File: src/rtl/disp_pkg.sv
// disp_pkg: shared encodings and sizes for the display mode controller.
package disp_pkg;
  localparam int NUM_DIGITS = 9;
  localparam int DIGIT_W = 4;
  typedef enum logic [1:0] {
    MODE_CLOCK     = 2'd0,
    MODE_STOPWATCH = 2'd1,
    MODE_TIMER     = 2'd2,
    MODE_ALARMSET  = 2'd3
  } mode_e;
  typedef enum logic {
    ST_NORMAL = 1'b0,
    ST_ALARM  = 1'b1
  } state_e;
endpackage

File: src/rtl/disp_mode_ctrl_blink_timer.sv
// blink_timer: counts frame pulses and toggles blink_phase every BLINK_FRAMES frames.
module blink_timer #(
  parameter int BLINK_FRAMES = 30
) (
  input  logic clk,
  input  logic rst_n,
  input  logic frame_start,
  output logic blink_phase
);
  localparam int W = BLINK_FRAMES > 1 ? $clog2(BLINK_FRAMES) : 1;
  localparam logic [W-1:0] LAST = W'(BLINK_FRAMES - 1);
  logic [W-1:0] cnt_q, cnt_d;
  logic phase_q, phase_d, wrap;
  always_comb begin
    wrap = cnt_q == LAST;
    cnt_d = !frame_start ? cnt_q : wrap ? '0 : cnt_q + 1'b1;
    phase_d = phase_q ^ (frame_start & wrap);
  end
  always_ff @(posedge clk or negedge rst_n)
    if (!rst_n) begin
      cnt_q <= '0;
      phase_q <= 1'b0;
    end else begin
      cnt_q <= cnt_d;
      phase_q <= phase_d;
    end
  assign blink_phase = phase_q;
endmodule

File: src/rtl/disp_mode_ctrl.sv
// disp_mode_ctrl: mode stepping, alarm override and frame-synchronous latching of the
// nine-digit display with per-digit blink masking.
module disp_mode_ctrl
  import disp_pkg::*;
#(
  parameter int BLINK_FRAMES = 30,
  parameter int ALARM_FRAMES = 1800
) (
  input  logic                           CLK,
  input  logic                           RST_BTN,
  input  logic                           frame_start,
  input  logic                           mode_btn,
  input  logic                           alarm_fire,
  input  logic                           edit_en,
  input  logic [3:0]                     edit_sel,
  input  logic [NUM_DIGITS*DIGIT_W-1:0]  clk_digits,
  input  logic [NUM_DIGITS*DIGIT_W-1:0]  sw_digits,
  input  logic [NUM_DIGITS*DIGIT_W-1:0]  tmr_digits,
  input  logic [NUM_DIGITS*DIGIT_W-1:0]  aset_digits,
  output logic [NUM_DIGITS*DIGIT_W-1:0]  disp_digits,
  output logic [NUM_DIGITS-1:0]          disp_blank,
  output logic                           disp_colon,
  output logic [1:0]                     mode,
  output logic                           alarm_active,
  output logic                           update_ack
);
  localparam int AW = ALARM_FRAMES > 1 ? $clog2(ALARM_FRAMES) : 1;
  localparam logic [AW-1:0] ALARM_LAST = AW'(ALARM_FRAMES - 1);
  localparam logic [NUM_DIGITS-1:0] LEFT_ONE = {1'b1, {(NUM_DIGITS-1){1'b0}}};
  state_e state_q, state_d;
  mode_e mode_q, mode_d;
  logic fire_q, rise, blink_phase, editable;
  logic [AW-1:0] acnt_q, acnt_d;
  logic [NUM_DIGITS*DIGIT_W-1:0] digits_q, digits_d, sel;
  logic [NUM_DIGITS-1:0] blank_q, blank_d, edit_mask;
  logic colon_q, colon_d, ack_q;

  blink_timer #(.BLINK_FRAMES(BLINK_FRAMES)) u_blink (
    .clk(CLK), .rst_n(RST_BTN), .frame_start(frame_start), .blink_phase(blink_phase)
  );

  assign rise = alarm_fire & ~fire_q;

  always_ff @(posedge CLK or negedge RST_BTN)
    if (!RST_BTN) begin
      state_q <= ST_NORMAL;
      mode_q <= MODE_CLOCK;
      fire_q <= 1'b0;
      acnt_q <= '0;
    end else begin
      state_q <= state_d;
      mode_q <= mode_d;
      fire_q <= alarm_fire;
      acnt_q <= acnt_d;
    end

  // A rising alarm edge wins over a simultaneous button; in ALARM the button only exits.
  always_comb begin
    state_d = state_q;
    mode_d = mode_q;
    if (state_q == ST_NORMAL) begin
      if (rise) state_d = ST_ALARM;
      else if (mode_btn) mode_d = mode_e'(mode_q + 2'd1);
    end else if (mode_btn || (frame_start && acnt_q == ALARM_LAST)) begin
      state_d = ST_NORMAL;
    end
    acnt_d = state_q == ST_NORMAL ? '0 : frame_start ? acnt_q + 1'b1 : acnt_q;
  end

  // Shifting a left-aligned one by edit_sel leaves nothing for indices past the last digit.
  always_comb begin
    sel = state_q == ST_ALARM      ? clk_digits :
          mode_q == MODE_CLOCK     ? clk_digits :
          mode_q == MODE_STOPWATCH ? sw_digits  :
          mode_q == MODE_TIMER     ? tmr_digits : aset_digits;
    edit_mask = LEFT_ONE >> edit_sel;
    editable = edit_en && (mode_q == MODE_CLOCK || mode_q == MODE_ALARMSET);
    digits_d = frame_start ? sel : digits_q;
    blank_d = !frame_start ? blank_q :
              state_q == ST_ALARM ? {NUM_DIGITS{blink_phase}} :
              (editable && blink_phase) ? edit_mask : '0;
    colon_d = !frame_start ? colon_q : state_q == ST_ALARM ? ~blink_phase : 1'b1;
  end

  always_ff @(posedge CLK or negedge RST_BTN)
    if (!RST_BTN) begin
      digits_q <= '0;
      blank_q <= '0;
      colon_q <= 1'b1;
      ack_q <= 1'b0;
    end else begin
      digits_q <= digits_d;
      blank_q <= blank_d;
      colon_q <= colon_d;
      ack_q <= frame_start;
    end

  assign disp_digits = digits_q;
  assign disp_blank = blank_q;
  assign disp_colon = colon_q;
  assign mode = mode_q;
  assign alarm_active = state_q == ST_ALARM;
  assign update_ack = ack_q;
endmodule
File: config.mk
export PLATFORM = sky130hd
export DESIGN_NAME = disp_mode_ctrl
export DESIGN_NICKNAME = d
export VERILOG_FILES = /design/src/rtl/disp_pkg.sv /design/src/rtl/disp_mode_ctrl_blink_timer.sv /design/src/rtl/disp_mode_ctrl.sv
export SDC_FILE = /design/constraint.sdc
export NUM_CORES = 1
export LEC_CHECK = 0
export CELL_PAD_IN_SITES_DETAIL_PLACEMENT = 1
export CELL_PAD_IN_SITES_GLOBAL_PLACEMENT = 2
export CORE_MARGIN = 2
export CORE_UTILIZATION = 25
export CTS_CLUSTER_DIAMETER = 150
export DETAILED_ROUTE_END_ITERATION = 8
export GPL_ROUTABILITY_DRIVEN = 0
export PLACE_DENSITY_LB_ADDON = 0.1
export SLEW_MARGIN = 20
export SYNTH_ARGS = -nofsm -noshare
export SYNTH_HDL_FRONTEND = slang
export SYNTH_SLANG_ARGS = --single-unit
File: constraint.sdc
create_clock -name CLK -period 2.7 [get_ports CLK]
set_input_delay 0.54 -clock CLK [delete_from_list [all_inputs] [get_ports CLK]]
set_output_delay 0.54 -clock CLK [all_outputs]
set_load 0.02 [all_outputs]
==> out/results.md, run 1 <==
### Status
- **result of the run** finished clean

### Synthesis
- **net count after synthesis** 588
- **most frequently used cell type in the post-synthesis netlist** sky130_fd_sc_hd__dfrtp_1
- **EDFF count, synth** 0
- **dominant synthesized flop cell** sky130_fd_sc_hd__dfrtp_1
- **YS warnings** 0
- **asr flop ratio synth** 100%
- **Mapped Avg Cell Area** 9.85 um^2
- **commonest cells in the synthesized netlist** 67 x sky130_fd_sc_hd__dfrtp_1, 50 x sky130_fd_sc_hd__nor2_1, 46 x sky130_fd_sc_hd__nand2_1
- **Yosys top cell area share** 39.8%
- **Netlist cell types** 47
- **cell type with the highest aggregate area in the netlist** sky130_fd_sc_hd__dfrtp_1
- **Seq cells post-synth** 68
- **Synth Cell Area** 0.00422 mm^2
- **number of cells produced by synthesis** 428
- **Seq/Total Area, Yosys** 40.4%
- **top area cells in the synthesized netlist** sky130_fd_sc_hd__dfrtp_1 40%, sky130_fd_sc_hd__mux2_2 6.9%, sky130_fd_sc_hd__o211ai_2 6.5%

### Die
- **count of pins on the block boundary** 204
- **Placeable Area** 0.0165 mm^2
- **chip height** 134 um
- **std cell rows** 47
- **Initial Util** 25.5%
- **total die area** 0.0179 mm^2
- **die width** 134 um

### Clock tree
- **clock tree from TritonCTS** yes
- **total setup buffers inserted after CTS** 0
- **maximum buffer depth of the clock tree** 2
- **number of buffers created by CTS** 9
- **TritonCTS Sinks** 68
- **insertion delay to the later sink of the worst-skew pair** 340 ps
- **number of cells upsized or downsized after cts** 0
- **number of hold buffers added after cts** 0
- **root cell of the clock tree** sky130_fd_sc_hd__clkbuf_16
- **post-CTS clock slew at the launch and capture registers of the worst setup and hold paths** 60 ps
- **H-tree lvl count** 3

### Critical path
- **Critical Setup Path Class** reg -> out
- **sequence of cells on the critical path** clkdlybuf4s50_1
- **Required @ worst endpoint** 2160 ps
- **CP startpoint kind** flop
- **critical path's top delay family** buffers and inverters
- **master of the slowest instance on the critical path** sky130_fd_sc_hd__clkdlybuf4s50_1
- **CP max stage delay** 670 ps
- **crit path max fanout** 8
- **critical path buffer and inverter count** 1
- **kind of end point of the critical path** output pin
- **Data arrival, critical path** 1480 ps

### Power and ir drop
- **peak ir drop on the vdd network** 478 uV
- **total design power** 5.93 mW
- **leakage** 2.63 nW
- **power density over cell area** 878 mW/mm^2

### Timing
- **relative max-transition margin** 36.1%
- **final setup slack of the worst path** 677 ps
- **setup TNS after final layout** 0 ps
- **shortest clock period the worst path allows after layout** 2020 ps
- **final-report max-slew violation count** 0
- **Worst Clk Skew** 6.53 ps
- **pin slew with the least headroom to its limit** 958 ps
- **Period Utilization, post-route** 74.9%
- **Setup Viol. Count Final** 0
- **achievable frequency** 494 MHz
- **Final Hold Vio Count** 0
- **RSZ-0062 raised after global routing** false

### Global routing
- **global-route wire length before repair** 23.4 mm
- **vias in the first global route** 4,320
- **total global-route track usage** 16.8%
- **initial antenna violation count** 0
- **total gr overflow** 0
- **pin count of the biggest net entering global routing** 84

### Route
- **average wire per cell in the routed design** 17.3 um
- **number of search-and-repair iterations in the first detailed-routing pass** 4
- **number of design rule violations left after detail routing** 0
- **number of DRC violations after detailed-routing iteration 0** 148
- **DR vias** 3,939
- **Via-to-Cell Ratio** 4.68
- **remaining number of nets flagged by the antenna check after routing** 0
- **overall routed net length** 14.6 mm

### Cells and area
- **Post-layout nets** 777
- **Area growth, synth to finish** 60.3%
- **diode count** 0
- **Fill cells** 1,861
- **layout cells sized above 1** 15.0%

### Run
- **reported max-cap violation count** 0

### Min path
- **worst hold-check path type** in -> async

### Placed design
- **placed wire-length estimate** 10.3 mm
- **quantity of I/O buffers inserted on ports** 203
- **pre-CTS setup slack** 850 ps

[cell usage in the layout (no fill, tap or decap), types with 2 or more instances in the layout]
cell type                           n
sky130_fd_sc_hd__nand4b_1           3
sky130_fd_sc_hd__bufinv_16          3
sky130_fd_sc_hd__nand4_1            3
sky130_fd_sc_hd__nor2b_1            2
sky130_fd_sc_hd__o211ai_1          14
sky130_fd_sc_hd__o211ai_2          22
sky130_fd_sc_hd__nor2_1            50
sky130_fd_sc_hd__ha_1               4
sky130_fd_sc_hd__a21oi_1            9
sky130_fd_sc_hd__a31oi_1           36
sky130_fd_sc_hd__dfrtp_1           67
sky130_fd_sc_hd__or3_1              3
sky130_fd_sc_hd__ha_2               2
sky130_fd_sc_hd__or2b_1             8
sky130_fd_sc_hd__nand2_1           46
sky130_fd_sc_hd__o22a_1             3
sky130_fd_sc_hd__o22ai_1            3
sky130_fd_sc_hd__o21ai_0            5
sky130_fd_sc_hd__clkbuf_16          9
sky130_fd_sc_hd__nand4_2            2
sky130_fd_sc_hd__and4bb_2           3
sky130_fd_sc_hd__nor4_1             3
sky130_fd_sc_hd__buf_4              4
sky130_fd_sc_hd__xor2_1             3
sky130_fd_sc_hd__nand3_1            4
sky130_fd_sc_hd__xnor2_1            3
sky130_fd_sc_hd__clkdlybuf4s50_1  201
sky130_fd_sc_hd__mux2_4            11
sky130_fd_sc_hd__buf_12             4
sky130_fd_sc_hd__clkinvlp_4         2
sky130_fd_sc_hd__nand2b_1          35
sky130_fd_sc_hd__inv_1              7
sky130_fd_sc_hd__mux2i_1            5
sky130_fd_sc_hd__mux2_2            26
[area by class of cell]
cell class | instances | area [um^2] | area share (%)
Timing Repair Buffer | 209 | 2120 | 31.4
Inverter | 8 | 30.0 | 0.444
Clock inverter | 6 | 114 | 1.68
Clock buffer | 10 | 229 | 3.39
Tap cell | 220 | 275 | 4.07
Sequential cell | 68 | 1700 | 25.2
Multi-Input combinational cell | 321 | 2290 | 33.8
[sequential cells by signal, indices dropped and copies added, names as in the netlist]
| name | flops |
|---|---|
| u_blink.cnt_q | 5 |
| update_ack | 1 |
| u_blink.blink_phase | 1 |
| disp_colon | 1 |
| fire_q | 1 |
| disp_blank | 9 |
| mode | 2 |
| disp_digits | 36 |
| acnt_q | 11 |
| alarm_active | 1 |
[per-layer routing]
layer / part of all wire, % / global-route usage, %
met4: 2.9 / 7.27
met2: 48 / 29.6
met5: 0 / 0
met1: 42 / 19.2
met3: 6.7 / 4.61
[power by group]
part	switching (mW)	internal (mW)	leakage (nW)	total [mW]
combinational	1.56	1.46	1.66	3.02
sequential	0.206	1.33	0.811	1.54
clock	0.473	0.904	0.159	1.38
[through the flow]
stage / hold WS [ps] / cells / area (um^2) / utilization (%)
4_1_cts: 389 / 842 / 6760 / 40.9
2_1_floorplan: 244 / 428 / 4220 / -
3_3_place_gp: 463 / 826 / 6420 / 38.8
6_report: 327 / 842 / 6760 / 40.9
3_5_place_dp: 470 / 826 / 6420 / 38.8
5_1_grt: 421 / 842 / 6760 / 40.9
[cell families (layout without fill, tap and decap cells)]
kind of cell,Yosys count,in the layout,share of synthesized area (%)
adder cells (fa/ha/maj),6,6,1.78
XOR/XNOR,6,6,1.25
buffers and inverters,39,233,5.49
AO/OA/AOI/OAI,97,97,18.1
flip-flops,68,68,40.4
AND/OR/NAND/NOR,170,170,20.9
multiplexers,42,42,12.0
[path summary, 6_finish.rpt]
path                       slack (ps)  cells past startpoint                    from                          to
max                               680                      1  alarm_active$_DFF_PN0_                alarm_active
min                               330                      1                 RST_BTN  disp_digits[8]$_DFFE_PN0P_
max reg2reg                       870                      6     mode[0]$_DFFE_PN0P_  disp_digits[2]$_DFFE_PN0P_
min reg2reg                       470                      2  disp_colon$_DFFE_PN1P_      disp_colon$_DFFE_PN1P_
max in group asynchronous        1720                      1                 RST_BTN   disp_blank[6]$_DFFE_PN0P_
min in group CLK                  470                      2  disp_colon$_DFFE_PN1P_      disp_colon$_DFFE_PN1P_
No activity file was read; power rests on OpenSTA's default activity.
==> inputs of run 2 (changes only) <==
Settings changed: CORE_UTILIZATION 25 to 23.
Clock period 2.7 ns to 1.9 ns, I/O delays scaled along.
==> out/results.md, run 2 (synthesis results as in run 1) <==
### Cells and area
- **Fill cells** 2,041
- **most common cell after layout, fill and taps aside** sky130_fd_sc_hd__clkdlybuf4s50_1
- **area of all placed cells without fillers** 0.00686 mm^2
- **non-filler cells in the finished layout** 863
- **Post-layout nets** 787
- **layout cells sized above 1** 16.3%
- **Largest register FFs** 36
- **most frequent cells in the layout** 201 x sky130_fd_sc_hd__clkdlybuf4s50_1, 67 x sky130_fd_sc_hd__dfrtp_1, 50 x sky130_fd_sc_hd__nor2_1
- **Area growth, synth to finish** 62.7%

### Timing
- **achievable frequency** 546 MHz
- **RSZ-0062 raised after global routing** false
- **Final Hold Vio Count** 0
- **relative max-transition margin** 66.0%
- **setup TNS after final layout** 0 ps
- **shortest clock period the worst path allows after layout** 1830 ps
- **pin slew with the least headroom to its limit** 509 ps
- **final-report max-slew violation count** 0
- **Worst Clk Skew** 5.60 ps
- **Period Utilization, post-route** 96.3%
- **Setup Viol. Count Final** 0

### Die
- **std cell rows** 49
- **chip height** 139 um
- **Initial Util** 23.5%
- **total die area** 0.0194 mm^2
- **count of pins on the block boundary** 204
- **die width** 139 um
- **Placeable Area** 0.0180 mm^2

### Critical path
- **sequence of cells on the critical path** clkdlybuf4s50_1
- **kind of end point of the critical path** output pin
- **CP startpoint kind** flop
- **launch point of the worst path** disp_colon$_DFFE_PN1P_
- **CP max stage delay** 590 ps
- **origin of the critical flop-to-flop path** mode[0]$_DFFE_PN0P_
- **critical path's top delay family** buffers and inverters
- **Data arrival, critical path** 1450 ps
- **critical path buffer and inverter count** 1
- **Required @ worst endpoint** 1520 ps
- **crit path max fanout** 2
- **Critical Setup Path Class** reg -> out
- **master of the slowest instance on the critical path** sky130_fd_sc_hd__clkdlybuf4s50_1

### Route
- **number of DRC violations after detailed-routing iteration 0** 92
- **number of design rule violations left after detail routing** 0
- **overall routed net length** 15.4 mm
- **Via-to-Cell Ratio** 4.67
- **remaining number of nets flagged by the antenna check after routing** 0
- **average wire per cell in the routed design** 17.9 um
- **number of search-and-repair iterations in the first detailed-routing pass** 4
- **DR vias** 4,034

### Clock tree
- **post-CTS clock slew at the launch and capture registers of the worst setup and hold paths** 60 ps
- **number of hold buffers added after cts** 0
- **root cell of the clock tree** sky130_fd_sc_hd__clkbuf_16
- **number of cells upsized or downsized after cts** 0
- **clock tree from TritonCTS** yes
- **H-tree lvl count** 3
- **insertion delay to the later sink of the worst-skew pair** 330 ps
- **TritonCTS Sinks** 68
- **maximum buffer depth of the clock tree** 2
- **number of buffers created by CTS** 9
- **total setup buffers inserted after CTS** 0

### Global routing
- **vias in the first global route** 4,410
- **global-route wire length before repair** 24.6 mm
- **total global-route track usage** 16.2%
- **total gr overflow** 0
- **pin count of the biggest net entering global routing** 62
- **initial antenna violation count** 2

### Placed design
- **quantity of I/O buffers inserted on ports** 203
- **placed wire-length estimate** 11.5 mm
- **number of placed instances with taps included** 845
- **post-detailed-placement cell area** 0.00654 mm^2

### Min path
- **worst hold-check path type** in -> async

### Run
- **reported max-cap violation count** 0

### Power and ir drop
- **leakage** 2.68 nW
- **power density over cell area** 1240 mW/mm^2
- **peak ir drop on the vdd network** 510 uV
- **total design power** 8.52 mW

### Status
- **result of the run** finished clean

-- run 2: cell count changes in the layout (fill, tap and decap cells not counted), sizes merged --
cell	delta
buf	+10
diode	+2
bufinv	-1
clkinv	+1
-- run 2: where the power goes --
group / total (mW) / internal, mW / leakage (nW) / switching (mW)
Sequential: 2.17 / 1.89 / 0.811 / 0.282
Clock: 1.83 / 1.15 / 0.149 / 0.676
Combinational: 4.52 / 2.22 / 1.72 / 2.30
Total: 8.52 / 5.26 / 2.68 / 3.26
-- run 2: layout make-up --
| type | count | area (um^2) | area share [%] |
|---|---|---|---|
| Clock buffer | 10 | 229 | 3.34 |
| Multi-Input combinational cell | 321 | 2300 | 33.5 |
| Clock inverter | 6 | 88.8 | 1.29 |
| Tap cell | 229 | 287 | 4.18 |
| Antenna cell | 2 | 5.00 | 0.0729 |
| Sequential cell | 68 | 1700 | 24.8 |
| Inverter | 8 | 30.0 | 0.438 |
| Timing Repair Buffer | 219 | 2220 | 32.4 |
-- run 2: per-layer routing --
| layer | vias to the layer above | routed length [um] | global-route usage, % |
|---|---|---|---|
| li1 | 1937 | - | - |
| met1 | 1952 | 6560 | 18.9 |
| met2 | 128 | 7700 | 28.3 |
| met3 | 17 | 862 | 3.99 |
| met4 | 0 | 316 | 6.54 |
| met5 | - | 0 | 0 |
-- run 2: path summary, 6_finish.rpt --
path,cells past startpoint,end,slack (ps)
worst min-delay path,1,disp_digits[7]$_DFFE_PN0P_,7
worst max-delay path,1,disp_colon,70
min in group CLK,2,disp_colon$_DFFE_PN1P_,450
worst min register to register,2,disp_colon$_DFFE_PN1P_,480
max in group asynchronous,2,disp_colon$_DFFE_PN1P_,1290
worst max register to register,6,disp_digits[0]$_DFFE_PN0P_,160
-- run 2: metrics by stage --
stage                     setup slack, ps  hold slack [ps]  util, %
after floorplan                       180             84.4        -
after global placement                227              384     36.4
after detailed placement              142              392     36.4
after CTS                            42.0             27.4     38.2
after global routing                 33.6             37.9     38.2
final                                70.0             6.96     38.2
==> inputs of run 3 (changes only) <==
Settings changed: ABC_AREA set to 1, CORE_UTILIZATION 23 to 20.
==> out/results.md, run 3 <==
### Clock tree
- **TritonCTS Sinks** 68
- **clock tree from TritonCTS** yes
- **insertion delay to the later sink of the worst-skew pair** 340 ps
- **number of hold buffers added after cts** 0
- **root cell of the clock tree** sky130_fd_sc_hd__clkbuf_16
- **H-tree lvl count** 3
- **maximum buffer depth of the clock tree** 2
- **total setup buffers inserted after CTS** 0
- **number of buffers created by CTS** 9
- **post-CTS clock slew at the launch and capture registers of the worst setup and hold paths** 60 ps

### Die
- **total die area** 0.0211 mm^2
- **std cell rows** 51
- **Placeable Area** 0.0195 mm^2
- **die width** 145 um
- **chip height** 145 um
- **Initial Util** 20.5%
- **count of pins on the block boundary** 204

### Timing
- **Period Utilization, post-route** 91.4%
- **setup TNS after final layout** 0 ps
- **Final Hold Vio Count** 0
- **RSZ-0062 raised after global routing** false
- **final-report max-slew violation count** 0
- **achievable frequency** 576 MHz
- **Worst Clk Skew** 7.78 ps
- **relative max-transition margin** 69.8%
- **shortest clock period the worst path allows after layout** 1740 ps
- **pin slew with the least headroom to its limit** 450 ps
- **Setup Viol. Count Final** 0

### Cells and area
- **Area growth, synth to finish** 66.1%
- **Largest register FFs** 36
- **non-filler cells in the finished layout** 1,043
- **Post-layout nets** 932
- **layout cells sized above 1** 6.05%
- **most frequent cells in the layout** 199 x sky130_fd_sc_hd__clkdlybuf4s50_1, 142 x sky130_fd_sc_hd__nand2_1, 132 x sky130_fd_sc_hd__nor2_1
- **Fill cells** 2,425
- **most common cell after layout, fill and taps aside** sky130_fd_sc_hd__clkdlybuf4s50_1

### Route
- **remaining number of nets flagged by the antenna check after routing** 0
- **number of design rule violations left after detail routing** 0
- **overall routed net length** 17.4 mm
- **number of search-and-repair iterations in the first detailed-routing pass** 4
- **average wire per cell in the routed design** 16.7 um
- **DR vias** 4,589
- **Via-to-Cell Ratio** 4.40
- **number of DRC violations after detailed-routing iteration 0** 192

### Critical path
- **critical path buffer and inverter count** 1
- **Required @ worst endpoint** 1520 ps
- **kind of end point of the critical path** output pin
- **CP startpoint kind** flop
- **sequence of cells on the critical path** clkdlybuf4s50_1
- **master of the slowest instance on the critical path** sky130_fd_sc_hd__clkdlybuf4s50_1
- **Critical Setup Path Class** reg -> out
- **Data arrival, critical path** 1360 ps
- **crit path max fanout** 3
- **CP max stage delay** 650 ps
- **critical path's top delay family** buffers and inverters

### Synthesis
- **most frequently used cell type in the post-synthesis netlist** sky130_fd_sc_hd__nand2_1
- **commonest cells in the synthesized netlist** 142 x sky130_fd_sc_hd__nand2_1, 132 x sky130_fd_sc_hd__nor2_1, 88 x sky130_fd_sc_hd__a21oi_1
- **Mapped Avg Cell Area** 6.92 um^2
- **net count after synthesis** 737
- **Yosys top cell area share** 42.0%
- **YS warnings** 0
- **top area cells in the synthesized netlist** sky130_fd_sc_hd__dfrtp_1 42%, sky130_fd_sc_hd__nand2_1 13%, sky130_fd_sc_hd__nor2_1 12%
- **cell type with the highest aggregate area in the netlist** sky130_fd_sc_hd__dfrtp_1
- **EDFF count, synth** 0
- **Synth Cell Area** 0.00400 mm^2
- **number of cells produced by synthesis** 577
- **dominant synthesized flop cell** sky130_fd_sc_hd__dfrtp_1
- **asr flop ratio synth** 100%
- **Netlist cell types** 28
- **Seq/Total Area, Yosys** 42.6%
- **Seq cells post-synth** 68

### Global routing
- **pin count of the biggest net entering global routing** 69
- **initial antenna violation count** 1
- **total global-route track usage** 16.6%
- **vias in the first global route** 4,845
- **global-route wire length before repair** 27.8 mm
- **total gr overflow** 0

### Run
- **reported max-cap violation count** 0

### Min path
- **worst hold-check path type** in -> async

### Power and ir drop
- **peak ir drop on the vdd network** 531 uV
- **leakage** 2.87 nW
- **power density over cell area** 1250 mW/mm^2
- **total design power** 8.27 mW

### Placed design
- **quantity of I/O buffers inserted on ports** 203
- **number of placed instances with taps included** 1,026
- **placed wire-length estimate** 12.7 mm

### Status
- **result of the run** finished clean

-- run 3: logic make-up (layout without fill, tap and decap cells) --
kind of cell    after synthesis  in the layout  synth area share [%]
simple gates                350            350                  36.1
compound gates               96             96                  12.2
flops                        68             68                  42.6
buf+inv                      53            253                  6.36
fa+ha+maj                     6              6                  1.88
xor+xnor                      4              4                 0.877
other cells                   0              1                     0
-- run 3: area by class of cell --
type / count / area, um^2 / area share, %
diodes: 1 / 2.50 / 0.0377
repair buffers: 217 / 2180 / 32.9
inverters: 20 / 75.1 / 1.13
flip-flops and latches: 68 / 1700 / 25.7
well taps: 265 / 332 / 5.00
clock buffers: 10 / 239 / 3.60
multi-input cells: 456 / 2040 / 30.8
clock inverters: 6 / 63.8 / 0.962
-- run 3: repair_timing --
action,in CTS,in global routing
gates resized for setup,1,1
pin swaps,0,0
setup endpoints to repair,1,1
-- run 3: metrics by stage --
| stage | utilization [%] | hold WS [ps] | cell area, um^2 | setup slack (ps) |
|---|---|---|---|---|
| floorplan | - | 84.4 | 4000 | 321 |
| global placement | 32.4 | 436 | 6330 | 258 |
| detailed placement | 32.4 | 431 | 6330 | 210 |
| CTS | 34.0 | 58.0 | 6630 | 30.2 |
| global route | 34.0 | 46.8 | 6640 | 83.1 |
| finish | 34.0 | 28.9 | 6640 | 164 |
-- run 3: final timing paths --
kind                            slack [ps]  depth (start not counted)                     endpoint              startpoint
worst min-delay path                    30                          2  disp_digits[25]$_DFFE_PN0P_                 RST_BTN
worst max-delay path                   160                          1                      mode[0]     mode[0]$_DFFE_PN0P_
worst min register to register         480                          2       disp_colon$_DFFE_PN1P_  disp_colon$_DFFE_PN1P_
max in group asynchronous             1500                          2       disp_colon$_DFFE_PN1P_                 RST_BTN
worst max register to register         270                          7  disp_digits[24]$_DFFE_PN0P_     mode[0]$_DFFE_PN0P_
min in group CLK                       410                          3       disp_colon$_DFFE_PN1P_             frame_start
-- run 3: worst register-to-register path, stage by stage, from the launching register on --
cell and delay [ps]:
sky130_fd_sc_hd__dfrtp_1 370, sky130_fd_sc_hd__inv_1 90, sky130_fd_sc_hd__ha_1 200, sky130_fd_sc_hd__or2_2 310, sky130_fd_sc_hd__buf_12 200, sky130_fd_sc_hd__nor2_1 160
sky130_fd_sc_hd__nand2_1 60, sky130_fd_sc_hd__a21oi_1 140
-- run 3: per-layer routing --
layer  GRT usage, %  vias to the layer above  share of wire (%)
met5              0                        -                  0
met4           4.22                        0                1.2
met3           4.20                       10                5.5
met2           27.6                      131                 48
met1           21.6                     2195                 46
li1               -                     2253                  -
-- run 3: power breakdown --
group          leakage [nW]  switching [mW]  internal, mW
clock network         0.144           0.687          1.05
registers             0.810           0.304          1.91
logic                  1.91            2.50          1.83
total                  2.87            3.49          4.78
